[config.mk]
export PLATFORM = sky130hd
export DESIGN_NAME = mux_arbiter
export DESIGN_NICKNAME = d
export VERILOG_FILES = /design/src/rtl/mux_arbiter_pkg.sv /design/src/rtl/mux_arbiter_rr_pick.sv /design/src/rtl/mux_arbiter.sv
export SDC_FILE = /design/constraint.sdc
export NUM_CORES = 1
export LEC_CHECK = 0
export ABC_CLOCK_PERIOD_IN_PS = 1400
export BUFFER_PORTS_ARGS = -buffer_cell sky130_fd_sc_hd__buf_2
export CAP_MARGIN = 10
export CORE_ASPECT_RATIO = 0.8
export CORE_MARGIN = 2
export CORE_UTILIZATION = 45
export DETAILED_ROUTE_END_ITERATION = 12
export PLACE_DENSITY_LB_ADDON = 0.3
export REMOVE_ABC_BUFFERS = 1
export SYNTH_ARGS = -nofsm -noshare
export SYNTH_HDL_FRONTEND = slang
export SYNTH_HIERARCHICAL = 1
export SYNTH_SLANG_ARGS = --single-unit
[constraint.sdc]
create_clock -name clk -period 1.4 [get_ports clk]
set_input_delay 0.21 -clock clk [delete_from_list [all_inputs] [get_ports clk]]
set_output_delay 0.21 -clock clk [all_outputs]
set_load 0.05 [all_outputs]
[src/rtl/mux_arbiter_pkg.sv]
// mux_arbiter_pkg: shared FSM state type and default parameters for mux_arbiter
package mux_arbiter_pkg;
    typedef enum logic {IDLE, GRANT} state_t;
    localparam int NREQ_DEF     = 2;
    localparam int W_DEF        = 8;
    localparam int MAX_HOLD_DEF = 4;
endpackage

[src/rtl/mux_arbiter_rr_pick.sv]
// rr_pick: combinational round-robin winner search starting at last+1
// Ports: req (requests), last (previous grantee) -> winner (index), any (some req high)
module rr_pick #(
    parameter int NREQ = 2
) (
    input  logic [NREQ-1:0]         req,
    input  logic [$clog2(NREQ)-1:0] last,
    output logic [$clog2(NREQ)-1:0] winner,
    output logic                    any
);
    localparam int SW = $clog2(NREQ);
    // Scan from farthest to nearest so the nearest asserted request after last wins.
    always_comb begin
        winner = '0;
        for (int i = NREQ; i >= 1; i--)
            if (req[(int'(last) + i) % NREQ]) winner = SW'((int'(last) + i) % NREQ);
    end
    assign any = |req;
endmodule

[src/rtl/mux_arbiter.sv]
// mux_arbiter: round-robin arbitrated output mux with registered grant and data
// Ports: clk, rst (async active-high), req[NREQ], din[NREQ*W] -> gnt[NREQ], sel, dout[W], dout_valid
// Build option: MUX_ARBITER_HOLD_LIMIT_EN caps a grant at MAX_HOLD beats while others are waiting.
module mux_arbiter import mux_arbiter_pkg::*; #(
    parameter int NREQ     = NREQ_DEF,
    parameter int W        = W_DEF,
    parameter int MAX_HOLD = MAX_HOLD_DEF
) (
    input  logic                    clk,
    input  logic                    rst,
    input  logic [NREQ-1:0]         req,
    input  logic [NREQ*W-1:0]       din,
    output logic [NREQ-1:0]         gnt,
    output logic [$clog2(NREQ)-1:0] sel,
    output logic [W-1:0]            dout,
    output logic                    dout_valid
);
    localparam int SW = $clog2(NREQ);
    state_t        state;
    logic [SW-1:0] last;
    logic [SW-1:0] winner;
    logic          any;
    rr_pick #(.NREQ(NREQ)) u_pick (
        .req    (req),
        .last   (last),
        .winner (winner),
        .any    (any)
    );
`ifdef MUX_ARBITER_HOLD_LIMIT_EN
    localparam int HW = $clog2(MAX_HOLD + 1);
    logic [HW-1:0] hold_cnt;
    logic          at_limit;
    // Once saturated the counter stays at or above the limit, so the next beat with a waiter releases.
    assign at_limit = (hold_cnt >= HW'(MAX_HOLD - 1)) && |(req & ~gnt);
`endif
    always_ff @(posedge clk or posedge rst) begin
        if (rst) begin
            state      <= IDLE;
            gnt        <= '0;
            sel        <= '0;
            dout       <= '0;
            dout_valid <= 1'b0;
            last       <= SW'(NREQ - 1);
`ifdef MUX_ARBITER_HOLD_LIMIT_EN
            hold_cnt   <= '0;
`endif
        end else if (state == IDLE) begin
            dout_valid <= 1'b0;
            gnt        <= any ? NREQ'(1) << winner : '0;
            if (any) begin
                state <= GRANT;
                sel   <= winner;
`ifdef MUX_ARBITER_HOLD_LIMIT_EN
                hold_cnt <= '0;
`endif
            end
        end else if (req[sel]) begin
            dout       <= din[int'(sel)*W +: W];
            dout_valid <= 1'b1;
`ifdef MUX_ARBITER_HOLD_LIMIT_EN
            if (hold_cnt != HW'(MAX_HOLD)) hold_cnt <= hold_cnt + HW'(1);
            if (at_limit) begin
                state <= IDLE;
                gnt   <= '0;
                last  <= sel;
            end
`endif
        end else begin
            state      <= IDLE;
            gnt        <= '0;
            dout_valid <= 1'b0;
            last       <= sel;
        end
    end
endmodule

==> impl_metrics.ini, run 1 <==
[clocking]
cts_buffers = 3
clk_latency_ps = 280
clk_pin_slew_ps = 80
h-tree-depth = 1
cts_tree = yes
cts.sinks = 14
ctsLongestPathBuffers = 2
cts_root_buffer = clkbuf_4

[detailed_routing]
wirelength_microns = 1450
num_vias = 553
drtIter0Drc = 3
vias_per_cell = 4.81
first_pass_iters = 4
post-route-drc-count = 0
ant_nets = 0
wire_per_inst_microns = 12.6

[timing]
worst_pin_slew_ps = 529
rsz0062_at_grt = false
skew_ps = 4.67
fin_ws_ps = 90.0
report.final.setup_viol = 0
timing.hold.ws_ps = 258
min_period_ps = 1310
period_share_pct = 93.6
worst_slew_margin_rel_pct = 64.7
tns_ps = 0
timing.fmax_mhz = 763
slew_viol_final = 0
hold_viol_final = 0

[setup_path]
r2r-start = sel$_DFFE_PP0P_
worstPathArrival_ps = 1100
crit_path_max_fanout = 11
worst_r2r_path_depth = 3
r2r_end = state$_DFF_PP0_
critPathRequiredTime_ps = 1190
critPathKind = reg2out
crit_path_end_kind = output pin
startpoint_type = flop
r2r_slack_ps = 100

[global_routing]
use_met3_pct = 4.10
grt_pass1_wl_microns = 2420
met2_usage_pct = 28.0
antenna_found_initial = 0
first_global_vias = 533
busiest_layer = met2
grt_max_degree = 15
grt.met1_usage_pct = 22.4
overflow = 0
grt_use_total_pct = 16.7

[floorplanning]
die_w_microns = 49.5
core-area_sq_um = 1590
die_y_microns = 40.4
ios = 32
row_count = 13
initial_core_util_pct = 46.7
dieArea_sq_um = 2000

[placed_design]
dpl.hpwl_microns = 1050
place_inst = 110
gp_congestion = 0.715
pre_cts_slack_ps = 107
place_area_sq_um = 913
port_buffers = 31

[synthesis]
syn-cell-area_sq_um = 744
ys_types = 19
yosys_register_bits = 14
synth_top_cell_by_area = dfrtp_1
yosysWarnings = 6
yosysTopAreaCellShare_pct = 43.7
seq_area_frac_synth_pct = 47.2
synthCells = 58
synth_area_leaders = dfrtp_1 (44%), a21oi_4 (17%), mux2i_1 (11%)
postSynthAreaPerCell_sq_um = 12.8

[min_path]
min_to = last$_DFFE_PP1P_
hold_depth = 4
min-delay-path-class = in2reg
hold_path_startpoint = req[1]

[cells_and_area]
stdcell_area_sq_um = 952
antenna_cells = 0
final_common_cell = buf_2
final_cell_mix = buf_2 (30), dfrtp_1 (13), a21oi_1 (10)
fin_util_pct = 59.7
syn_to_final_growth_pct = 27.9
nNetsFinal = 114
fillers = 147
drive_gt1_share_pct = 51.6
instances_no_fill = 115

[job]
cap_violations = 0

[pwr]
peakVddDrop_uv = 1480
p_total_mw = 2.56
pwr_density_cell_nw_per_um2 = 2690
p_leak_nw = 0.446

[outcome]
status = finished clean
==> power by group <==
group	internal [mW]	switching, mW	leakage, nW	total, mW
combinational	0.490	1.09	0.270	1.58
sequential	0.606	0.125	0.161	0.731
clock	0.110	0.130	0.0150	0.241
==> synthesized netlist by cell type <==
cell type,instances
nor2_1,1
dfrtp_1,13
o2bb2ai_1,1
mux2i_1,8
or2_1,1
buf_2,1
a21boi_1,1
o21ai_0,1
clkbuf_1,1
buf_12,1
nand2_1,1
mux2_4,1
inv_1,3
dfstp_2,1
a21oi_4,8
nand2b_1,3
and2_4,1
a21oi_1,10
o2bb2ai_2,1
==> metal layers <==
metal  up-vias  part of all wire, %
met5         -                    0
met4         0                    0
met3         0                  6.8
met2        25                   46
met1       253                   48
li1        275                    -
==> cells by family after synthesis <==
kind of cell	count (synthesis)	share of synthesized area (%)
compound gates	22	29.1
simple gates	7	5.55
buf+inv	6	5.38
flops	14	47.2
mux	9	12.8
==> cell type report <==
cell class / count / area (sq um) / area share (%)
sequential: 14 / 352 / 36.9
multi-input combinational: 38 / 353 / 37.1
timing repair buffer: 34 / 183 / 19.2
tap: 22 / 27.5 / 2.89
inverter: 3 / 11.3 / 1.18
clock buffer: 4 / 26.3 / 2.76
==> what timing repair did <==
action                                  in CTS  in global routing
resized for setup                            0                  2
hold buffers                                 1                  0
endpoints found under the hold margin       13                  0
setup buffers                                0                  0
endpoints found under the setup margin       0                  1
==> worst max-delay path: stages (launching register included) <==
cell and delay, ps:
dfrtp_1 370, buf_4 230, buf_4 230
==> sequential cells by signal, indices dropped and copies added, names as in the netlist <==
register    count
dout            8
dout_valid      1
gnt             2
last            1
sel             1
state           1
==> worst max-delay path by stage <==
stage	from	end	slack, ps	cells past startpoint
6_report	sel$_DFFE_PP0P_	sel	90	2
5_1_grt	sel$_DFFE_PP0P_	sel	20	2
2_1_floorplan	sel$_DFFE_PP0P_	state$_DFF_PP0_	-400	3
4_1_cts	sel$_DFFE_PP0P_	sel	20	2
3_5_place_dp	sel$_DFFE_PP0P_	state$_DFF_PP0_	110	3
3_3_place_gp	sel$_DFFE_PP0P_	state$_DFF_PP0_	130	3
(Power assumes the default switching activity.)
==> run 2, diff against run 1 <==
- ABC_CLOCK_PERIOD_IN_PS: 1400 -> 1500
- CELL_PAD_IN_SITES_DETAIL_PLACEMENT: unset -> 2
- CELL_PAD_IN_SITES_GLOBAL_PLACEMENT: unset -> 2
- CORE_UTILIZATION: 45 -> 28
- clock period: 1.4 -> 1.5 ns (I/O delays scaled with it)
==> run 2 against run 1 <==
Combinational power decreased by 8%. First-iteration DRC count increased by 33%. Final cell count increased by 11%. Hold slack improved by 17 ps. Via count increased by 2.7%. Clock power increased by 16%. Routed wire length increased by 29%. Global-route usage decreased by 1.5 points.
==> impl_metrics.ini, run 2 (same netlist as run 1, synthesis figures left out) <==
[detailed_routing]
drtIter0Drc = 4
num_vias = 568
first_pass_iters = 3
wire_per_inst_microns = 14.6
ant_nets = 0
vias_per_cell = 4.44
post-route-drc-count = 0
wirelength_microns = 1870

[setup_path]
slowest_delay_ps = 380
crit_path_cell_trace = buf_4 > buf_2
crit_path_max_fanout = 11
crit_family = buffers and inverters
crit_path_end_kind = output pin
worst_r2r_path_depth = 3
startpoint_type = flop
critPathRequiredTime_ps = 1270
critPathKind = reg2out
cp_num_buf_inv = 2
worstPathArrival_ps = 1200
slowest_stage = dfrtp_1
cp.depth = 2

[clocking]
cts_resized = 0
cts.sinks = 14
cts_tree = yes
cts_root_buffer = clkbuf_4
h-tree-depth = 1
ctsLongestPathBuffers = 2
clk_pin_slew_ps = 80
cts_buffers = 3
clk_latency_ps = 290

[placed_design]
port_buffers = 31
place_inst = 123
place_area_sq_um = 923
pre_cts_slack_ps = 192
gp_congestion = 0.646

[global_routing]
first_global_vias = 653
antenna_found_initial = 0
grt_use_total_pct = 15.2
overflow = 0
grt_max_degree = 15
grt_pass1_wl_microns = 3260

[floorplanning]
core-area_sq_um = 2480
die_y_microns = 50.1
row_count = 16
dieArea_sq_um = 3090
die_w_microns = 61.7
ios = 32
initial_core_util_pct = 30.0

[timing]
worst_slew_margin_rel_pct = 62.8
slew_viol_final = 0
hold_viol_final = 0
timing.hold.ws_ps = 275
min_period_ps = 1430
worst_pin_slew_ps = 557
rsz0062_at_grt = false
report.final.setup_viol = 0
timing.fmax_mhz = 700
skew_ps = 2.38
period_share_pct = 95.3
fin_ws_ps = 71.1

[pwr]
pwr-share-comb_pct = 59.4
p_clk_share_pct = 11.5
peakVddDrop_uv = 733
p_leak_nw = 0.446
p_sw_share_pct = 53.0
pwr_density_cell_nw_per_um2 = 2520
seqPwrFrac_pct = 29.2
internal_power_mw = 1.15
p_sw_mw = 1.29

[cells_and_area]
fillers = 289
instances_no_fill = 128
reg_top3 = dout x8, gnt x2
fin_util_pct = 39.1
drive_gt1_share_pct = 52.2
stdcell_area_sq_um = 970
final_cell_mix = buf_2 (31), dfrtp_1 (13), a21oi_1 (10)
antenna_cells = 0
syn_to_final_growth_pct = 30.3
final_common_cell = buf_2
largest_register_ffs = 8
largest_register = dout
nNetsFinal = 113

[min_path]
hold_depth = 3
min-delay-path-class = in2reg

[outcome]
status = finished clean

[job]
cap_violations = 0
[run 2: cell types whose count changed in the layout (fill, tap and decap cells not counted), sizes merged]
cell,delta
buf,-1
[run 2: final cells by class]
class                           instances  area (sq um)  area share [%]
Sequential cell                        14           352            36.3
Timing Repair Buffer                   33           173            17.8
Tap cell                               36          45.0            4.65
Inverter                                3          11.3            1.16
Clock buffer                            4          36.3            3.74
Multi-Input combinational cell         38           353            36.4
[run 2: routing by layer]
metal | track usage [%] | up-vias | wire length [microns]
li1 | - | 271 | -
met4 | 4.26 | 0 | 16
met2 | 23.3 | 28 | 853
met1 | 19.2 | 266 | 816
met3 | 6.56 | 3 | 180
met5 | 0 | - | 0
[run 2: worst paths after layout]
path	slack, ps	start	end
worst max-delay path	70	sel$_DFFE_PP0P_	sel
worst min-delay path	270	din[2]	dout[2]$_DFFE_PP0P_
worst max register to register	200	sel$_DFFE_PP0P_	state$_DFF_PP0_
worst min register to register	510	gnt[0]$_DFFE_PP0P_	gnt[0]$_DFFE_PP0P_
max in group asynchronous	610	rst	last$_DFFE_PP1P_
min in group asynchronous	520	rst	dout[1]$_DFFE_PP0P_
[run 2: power by group through the flow]
stage	registers, mW	clock network, mW	logic, mW
final	0.712	0.280	1.45
after global routing	0.750	0.303	1.56
after CTS	0.718	0.293	1.47
after detailed placement	0.721	0	1.47
after global placement	0.711	0	1.44
after floorplan	1.26	0	0.575
[run 2: tightest hold or removal path, cell delays in order]
cell	delay [ps]
buf_2	70
mux2i_1	90
a21oi_4	140
[run 2: repair_timing]
| item | in CTS | in global routing |
|---|---|---|
| endpoints found under the setup margin | 0 | 0 |
| setup buffers | 0 | 0 |
| endpoints found under the hold margin | 13 | 0 |
| hold buffers | 1 | 0 |
[run 2: through the flow]
stage	total power [mW]	setup TNS, ps
3_5_place_dp	2.19	0
4_1_cts	2.49	0
6_report	2.44	0
2_1_floorplan	1.84	-2770
3_3_place_gp	2.15	0
5_1_grt	2.61	0
